==> config.mk <==
export PLATFORM = sky130hd
export DESIGN_NAME = fp_norm_seq
export DESIGN_NICKNAME = d
export VERILOG_FILES = /design/src/rtl/fp_norm_seq.sv
export SDC_FILE = /design/constraint.sdc
export NUM_CORES = 1
export LEC_CHECK = 0
export CELL_PAD_IN_SITES_DETAIL_PLACEMENT = 2
export CELL_PAD_IN_SITES_GLOBAL_PLACEMENT = 2
export CORE_ASPECT_RATIO = 1.5
export CORE_MARGIN = 2
export CORE_UTILIZATION = 39
export CTS_CLUSTER_DIAMETER = 120
export CTS_CLUSTER_SIZE = 25
export DETAILED_ROUTE_END_ITERATION = 10
export DONT_BUFFER_PORTS = 1
export PLACE_DENSITY_LB_ADDON = 0.25
export SLEW_MARGIN = 20
export SYNTH_ARGS = -nofsm -noshare
export SYNTH_HDL_FRONTEND = slang
export SYNTH_SLANG_ARGS = --single-unit
==> constraint.sdc <==
create_clock -name clk -period 4.8 [get_ports clk]
set_clock_uncertainty 0.15 [all_clocks]
set_input_delay 0.48 -clock clk [delete_from_list [all_inputs] [get_ports clk]]
set_output_delay 0.48 -clock clk [all_outputs]
set_load 0.01 [all_outputs]
==> src/rtl/fp_norm_seq.sv <==
// Multi-cycle normalisation sequencer for the FP adder: resolves carry-out or
// leading zeros of the raw sum, shifting at most STEP positions per cycle.
module fp_norm_seq #(
    parameter int MANT_W = 24,
    parameter int EXP_W  = 8,
    parameter int STEP   = 4
) (
    input  logic              clk,
    input  logic              rst_n,
    input  logic              in_valid,
    output logic              in_ready,
    input  logic              in_sign,
    input  logic [EXP_W-1:0]  in_exp,
    input  logic [MANT_W:0]   in_mant,
    output logic              out_valid,
    input  logic              out_ready,
    output logic              out_sign,
    output logic [EXP_W-1:0]  out_exp,
    output logic [MANT_W-1:0] out_mant,
    output logic              out_ovf,
    output logic              out_unf,
    output logic              busy
);

    localparam int LZ_W = $clog2(MANT_W + 1);
    localparam int EW1  = EXP_W + 1;
    localparam logic [LZ_W-1:0] STEP_L  = LZ_W'(STEP);
    localparam logic [EXP_W:0]  EXP_MAX = {1'b0, {EXP_W{1'b1}}};

    typedef enum logic [1:0] {S_IDLE, S_EVAL, S_SHIFT, S_DONE} state_t;

    state_t            state_q, state_d;
    logic              sign_q, sign_d;
    logic [EXP_W:0]    exp_q, exp_d;
    logic [MANT_W:0]   mant_q, mant_d;
    logic [LZ_W-1:0]   rem_q, rem_d;
    logic              ovf_q, ovf_d;
    logic              unf_q, unf_d;

    logic [MANT_W-1:0] smear, onehot;
    logic [LZ_W-1:0]   lead_idx, lz, k;

    // Leading-one detect: smear ones downward, keep only the top one, then encode.
    always_comb begin
        smear = mant_q[MANT_W-1:0];
        for (int unsigned i = 1; i < MANT_W; i = i * 2)
            smear = smear | (smear >> i);
        onehot   = smear & ~(smear >> 1);
        lead_idx = '0;
        for (int unsigned i = 0; i < MANT_W; i++)
            if (onehot[i]) lead_idx = lead_idx | LZ_W'(i);
        lz = LZ_W'(MANT_W - 1) - lead_idx;
    end

    always_comb begin
        state_d = state_q;
        sign_d  = sign_q;
        exp_d   = exp_q;
        mant_d  = mant_q;
        rem_d   = rem_q;
        ovf_d   = ovf_q;
        unf_d   = unf_q;
        k       = (rem_q < STEP_L) ? rem_q : STEP_L;

        case (state_q)
            S_IDLE: begin
                if (in_valid) begin
                    sign_d  = in_sign;
                    exp_d   = {1'b0, in_exp};
                    mant_d  = in_mant;
                    rem_d   = '0;
                    ovf_d   = 1'b0;
                    unf_d   = 1'b0;
                    state_d = S_EVAL;
                end
            end
            S_EVAL: begin
                state_d = S_DONE;
                if (mant_q == '0) begin
                    exp_d = '0;
                end else if (mant_q[MANT_W]) begin
                    exp_d = exp_q + 1'b1;
                    if (exp_d >= EXP_MAX) begin
                        ovf_d  = 1'b1;
                        exp_d  = EXP_MAX;
                        mant_d = '0;
                    end else begin
                        mant_d = mant_q >> 1;
                    end
                end else if (lz == '0) begin
                    state_d = S_DONE;
                end else if (int'(lz) >= int'(exp_q)) begin
                    unf_d  = 1'b1;
                    exp_d  = '0;
                    mant_d = '0;
                end else begin
                    rem_d   = lz;
                    state_d = S_SHIFT;
                end
            end
            S_SHIFT: begin
                mant_d = mant_q << k;
                exp_d  = exp_q - EW1'(k);
                rem_d  = rem_q - k;
                if (rem_d == '0) state_d = S_DONE;
            end
            S_DONE: begin
                if (out_ready) state_d = S_IDLE;
            end
            default: state_d = S_IDLE;
        endcase
    end

    always_ff @(posedge clk or negedge rst_n) begin
        if (!rst_n) begin
            state_q <= S_IDLE;
            sign_q  <= 1'b0;
            exp_q   <= '0;
            mant_q  <= '0;
            rem_q   <= '0;
            ovf_q   <= 1'b0;
            unf_q   <= 1'b0;
        end else begin
            state_q <= state_d;
            sign_q  <= sign_d;
            exp_q   <= exp_d;
            mant_q  <= mant_d;
            rem_q   <= rem_d;
            ovf_q   <= ovf_d;
            unf_q   <= unf_d;
        end
    end

    assign in_ready  = (state_q == S_IDLE);
    assign busy      = (state_q != S_IDLE);
    assign out_valid = (state_q == S_DONE);
    assign out_sign  = sign_q;
    assign out_exp   = exp_q[EXP_W-1:0];
    assign out_mant  = mant_q[MANT_W-1:0];
    assign out_ovf   = ovf_q;
    assign out_unf   = unf_q;

endmodule
After elaboration in Yosys (flattened, before gate mapping)
Cells that the tools add are included.
W data, S select, Z words.

storage, ports and cells
  register bits after elaboration = 44
  input port bits = 38
  output and inout port bits = 38
  logic and storage cells = 117

operators by class
  add/subtract/negate cells = 4
  order comparisons = 3
  equality and inequality tests = 17
  shift operators = 1
  multiplexer cells = 62
  bitwise operators = 7
  reductions and logical operators = 15

operator list
  kind                  count
  $mux W25              3
  $pmux W25 S3          1
  $mux W24              3
  $mux W5               14
  $mux W9               6
  $mux W4               8
  $pmux W9 S3           1
  $logic_not A25 Y1     1
  $shl A25 B5 Y25       1
  $and A24 B24 Y24      1
  $not A23 Y24          1
  $or A24 B16 Y24       1
  $or A24 B20 Y24       1
  $or A24 B22 Y24       1
  $or A24 B23 Y24       1
  $or A24 B8 Y24        1
  $ne A2 B2 Y1 const B  9
  $pmux W5 S3           1
  $mux W1               13
  $mux W3               4
  $reduce_and A6 Y1     2
  $logic_not A5 Y1      2
  $mux W2               5
  $reduce_and A5 Y1     2
  other kinds (20)      26

Depth between registers and ports, before layout
  word-level depth = 37
  depth in mapped cells = 17
  mapped depth without buffers = 14

Worst setup path after synthesis
Ideal clock, no wire load.

  path type = flip-flop to flip-flop
  from = reg mant_q[20]
  to = reg mant_q[0]
  setup time = 0.125 ns
  arrival = 3.277 ns
  required time = 4.525 ns
  path slack = 1.248 ns
  stages on the path, launching flop included = 16
  path buffers = 3
  period minus slack after synthesis = 3.552 ns
  path through = dfrtp_1 -> buf_4 -> or4_4 -> or2_2 -> o21ai_0 -> a31o_2 -> ha_1 -> inv_1 -> a211o_1 -> a21oi_1 -> a21oi_1 -> nor3_1 -> o21ba_1 -> buf_6 -> buf_8 -> mux2_4

between the ends
  cells in the longest elaborated chain, start to end = 34
  elaborated cells between the ends (all ways) = 40
  classes of those cells = add/sub (1); order compare (1); eq/ne (3); shift (1); mux (24); bitwise (7); reduce/logical (3)

RTL lines
  element                                           RTL line  text
  start, declared                                   35        logic [MANT_W:0] mant_q, mant_d;
  start signal, assigned                            127       mant_q <= mant_d;
  $or A24 B23 Y24                                   47        smear = smear | (smear >> i);
  $or A24 B22 Y24                                   47
  $or A24 B20 Y24                                   47
  $or A24 B16 Y24                                   47
  $or A24 B8 Y24                                    47
  $not A23 Y24                                      48        onehot = smear & ~(smear >> 1);
  $and A24 B24 Y24                                  48
  $mux W1                                           51        if (onehot[i]) lead_idx = lead_idx | LZ_W'(i);
  $mux W2 (2 in series)                             51
  $mux W3 (4 in series)                             51
  $mux W4 (8 in series)                             51
  $mux W5 (8 in series)                             51
  $sub A5 B5 Y5                                     52        lz = LZ_W'(MANT_W - 1) - lead_idx;
  $ge A5 B9 Y1 or $logic_not A5 Y1 (tied branches)  92, 90
  $ne A3 B3 Y1 (no line)                            n/a
  $reduce_and A5 Y1 (no line)                       n/a

Parallel ways exist; a longest one is shown, timed or not.
A chain may end at the register's enable or synchronous reset.

Final worst setup path
  from = reg mant_q[16]
  to = reg exp_q[6]

between the ends
  cells in the longest elaborated chain, start to end = 34
  elaborated cells between the ends (all ways) = 39
  classes of those cells = add/sub (1); order compare (1); eq/ne (2); mux (25); bitwise (7); reduce/logical (3)

RTL lines
  element                                           RTL line  text
  $or A24 B23 Y24                                   47
  $or A24 B22 Y24                                   47
  $or A24 B20 Y24                                   47
  $or A24 B16 Y24                                   47
  $or A24 B8 Y24                                    47
  $not A23 Y24                                      48
  $and A24 B24 Y24                                  48
  $mux W1                                           51
  $mux W2 (2 in series)                             51
  $mux W3 (4 in series)                             51
  $mux W4 (8 in series)                             51
  $mux W5 (8 in series)                             51
  $sub A5 B5 Y5                                     52
  $ge A5 B9 Y1 or $logic_not A5 Y1 (tied branches)  92, 90
  $ne A4 B4 Y1 (no line)                            n/a
  $reduce_and A4 Y1 (no line)                       n/a
  end signal, assigned                              126       exp_q <= exp_d;
  end, declared                                     34        logic [EXP_W:0] exp_q, exp_d;

Parallel ways exist; a longest one is shown, timed or not.

==> summary.md <==
| Metric | Value |
|---|---|
| Final hold violations | 0 |
| Max-Cap Viols | 0 |
| Vias | 4116 |
| Final period util | between 80% and 90% |
| Leading cell type in the layout, fill and taps excluded | nand2_1 |
| H-Tree Depth | 2 |
| Minimum clock period | approximately 4.2 ns |
| Worst-skew pair later-pin latency | about 0.3 ns |
| Hold path depth | 1 |
| Largest net degree at the start of global routing | 45 |
| Fin. max-slew vios | 0 |
| Cell count after placement | between 600 and 700 |
| Die width | 92.6 um |
| Crit-path cells | or4_4 > or2_2 > o21ai_0 > a31o_2 > ha_1 > inv_1 > a211o_1 > a21oi_1 > a2111oi_4 > nor3_2 > o21ai_0 > a22o_1 |
| Core Area | 11500 um2 |
| Worst Hold End | out_sign |
| Worst-Margin Slew | just over 1 ns |
| Arr. time, crit path | about 4.3 ns |
| Reg2Reg Depth | 12 |
| Leading register cell type out of synthesis | dfrtp_1 |
| Status | complete, no violations |
| Mux contribution to synthesized area | 17.5% |
| GRT busiest layer | met2 |
| CTS root buf | clkbuf_16 |
| Antenna cells | 0 |
| Mean Syn Cell Area | ~8.5 um2 |
| Simple-gate portion of the synthesized area | approximately 17% |
| Area growth syn-to-layout | 1.22% |
| CP Capture Type | flip-flop |
| Setup TNS Final | 0 ns |
| Slew HR | ~33% |
| Register area share after synthesis | a little under a quarter |
| DRT iter0 DRCs | around 190 |
| Nets | 541 |
| First-pass GRT wire length | 26.3 mm |
| Commonest cells after routing, fill and taps aside | 60 x nand2_1, 48 x a21oi_1, 44 x dfrtp_1 |
| RSZ-0062 raised after global routing | false |
| Crit start category | flip-flop |
| CTS Buf Count | 5 |
| Synth cell types | between 70 and 80 |
| Largest family of logic cells by synthesized area | compound AO/OA/AOI/OAI gates |
| Max incr delay on CP | around 0.8 ns |
| Dpl hpwl | 11.7 mm |
| Capture point of the worst reg-to-reg path | exp_q[6] |
| Power Density | roughly 900 nW/um2 |
| Clk sinks | 44 |
| Compound-gate portion of the synthesized area | about 23% |
| Largest delay share family, worst path | simple AND/OR/NAND/NOR gates |
| Grt ovf | 0 |
| Worst reg-to-reg setup slack | ~0.56 ns |
| Global Route Usage Sum | between 20% and 30% |
| Worst path buffer plus inverter count | 1 |
| Post-route cell area | 4650 um2 |
| CTS-repair resized insts | 0 |
| Via-to-Cell Ratio | between 6 and 7 |
| Max Root-Sink Buffers | 2 |
| Gp weighted congestion | about 0.82 |
| Io pins | between 70 and 80 |
| Post-synth design cell area | ~4600 um2 |
| Top cell by count, worst path | o21ai_0 |
| Met3 Use GR | 4.52% |
| Area after DPL | roughly 4500 um2 |
| Worst Hold Class | input port to flip-flop |
| Router iterations before antenna repair | 4 |
| Peak supply drop | about 300 uV |
| Crit path required time | slightly below 5 ns |
| Critical path class | flip-flop to flip-flop |
| Total wire length | approximately 16 mm |
| Crit path max fanout | 14 |
| CTS tree | yes |
| Routed Antenna Nets | 0 |
| # port buffers | 0 |
| Synth Area in XOR/XNOR | ~1.5% |
| Synthesis Warnings | 0 |
| Die height | ~140 um |
| Max Freq | between 0.2 and 0.25 GHz |
| Post-synth EDFFs | 0 |
| Synth Area in Adders | roughly 4.5% |
| Share of cells above drive strength 1 | between 10% and 20% |
| Setup violations, final | 0 |
| Post-Syn Instances | between 500 and 600 |
| Met1 global-route usage | around 31% |
| Hold path start | in_sign |
| Residual DRC count | 0 |
| DR WL/cell | between 20 and 30 um |
| Leakage | around 1.9 nW |
| #FFs+latches synth | 44 |
| DIE AREA | approximately 13000 um2 |
| Ys async rst share | between 90% and 100% |
| Post-layout util | between 40% and 50% |
| Starting Density | ~40% |
| Final Non-Filler Cells | 638 |
| Vias in the first global route | approximately 4500 |
| Worst flop-to-flop path startpoint | mant_q[16] |
| Initial antenna violation count | 0 |
| GRT met2 Usage | about half |
| Reg clk slew, reported paths | about 0.070 ns |
| Worst path slowest cell | nor3_2 |
| Row count | 48 |
-- cells in the mapped netlist (all sizes together), types with 2 or more instances --
cell type,count,area share (%)
a32oi,2,0.38
nor2,35,2.9
inv,24,2.0
nor3,15,1.7
o211ai,3,0.49
nand2b,3,0.41
clkbuf,34,2.8
xnor2,5,0.95
o22ai,2,0.27
o2111ai,2,0.38
dfrtp,44,24
nand2,61,5.0
o31ai,2,0.33
or3,2,0.27
or4,4,0.82
a221oi,3,0.71
nand4,4,0.54
mux4,12,5.9
a22oi,3,0.49
nand3b,2,0.33
nor4b,3,0.90
a21oi,49,5.4
a222oi,4,0.87
a221o,17,3.7
o21ai,25,2.7
mux2,28,8.3
buf,50,7.9
a22o,2,0.38
o32a,2,0.44
mux2i,15,3.3
xor2,3,0.57
nor4,7,0.95
nor2b,2,0.27
nand3,10,1.1
o311ai,3,0.95
a211oi,8,1.3
a31o,2,0.38
o21bai,3,0.49
ha,15,4.1
or2,3,0.41
and3,4,0.54
a31oi,7,0.95
-- layout make-up --
class | count | area, um2
fillers | 1307 | 6880
multi-input cells | 389 | 2930
flip-flops and latches | 44 | 1100
repair buffers | 23 | 195
well taps | 150 | 188
clock buffers | 6 | 139
inverters | 24 | 90.1
clock inverters | 2 | 15.0
-- what timing repair did --
action / 4_1_cts / 5_1_grt
buffers inserted: 0 / 0
hold buffers: 2 / 0
hold endpoints to repair: 44 / 0
-- power by group --
part	internal, mW	switching [mW]	total [mW]
Sequential	0.532	0.368	0.900
Clock	0.208	0.173	0.381
Combinational	1.22	1.67	2.89
-- routing by layer --
layer	up-vias	part of all wire, %
met5	-	0
met3	27	4.4
met1	2148	38
li1	1841	-
met4	0	2.5
met2	100	55
-- worst max-delay path by stage --
stage | startpoint | end | slack, ns | cells after the start
after floorplan | mant_q[20] | mant_q[0] | 1.25 | 15
after global placement | mant_q[16] | mant_q[22] | 0.77 | 13
after detailed placement | mant_q[16] | exp_q[6] | 0.57 | 12
after CTS | mant_q[16] | exp_q[6] | 0.55 | 12
after global routing | mant_q[21] | exp_q[6] | 0.32 | 12
final | mant_q[16] | exp_q[6] | 0.56 | 12
-- kinds of logic after synthesis --
family / Yosys count
other: 1
buffers and inverters: 108
XOR/XNOR: 8
adder cells (fa/ha/maj): 16
flip-flops: 44
AND/OR/NAND/NOR: 159
multiplexers: 55
AO/OA/AOI/OAI: 149
-- worst reg2reg max path, stage by stage (launching register included) --
cell and delay, ns:
dfrtp_1 0.52, or4_4 0.61, or2_2 0.33, o21ai_0 0.20, a31o_2 0.15, ha_1 0.13, inv_1 0.07, a211o_1 0.26
a21oi_1 0.29, a2111oi_4 0.11, nor3_2 0.78, o21ai_0 0.24, a22o_1 0.30
-- per-stage QoR --
step | hold slack (ns) | power (mW) | setup slack [ns]
floorplan | 0.0344 | 3.19 | 1.25
detailed placement | 0.0362 | 3.78 | 0.568
global route | 0.170 | 4.51 | 0.324
CTS | 0.173 | 4.20 | 0.551
finish | 0.180 | 4.17 | 0.558
global placement | 0.0360 | 3.65 | 0.772
-- sequential cells by signal (all words and copies together) (netlist names) --
register	cells
mant_q	25
exp_q	9
rem_q	5
state_q	2
out_ovf	1
out_sign	1
out_unf	1
(Power assumes the default switching activity.)
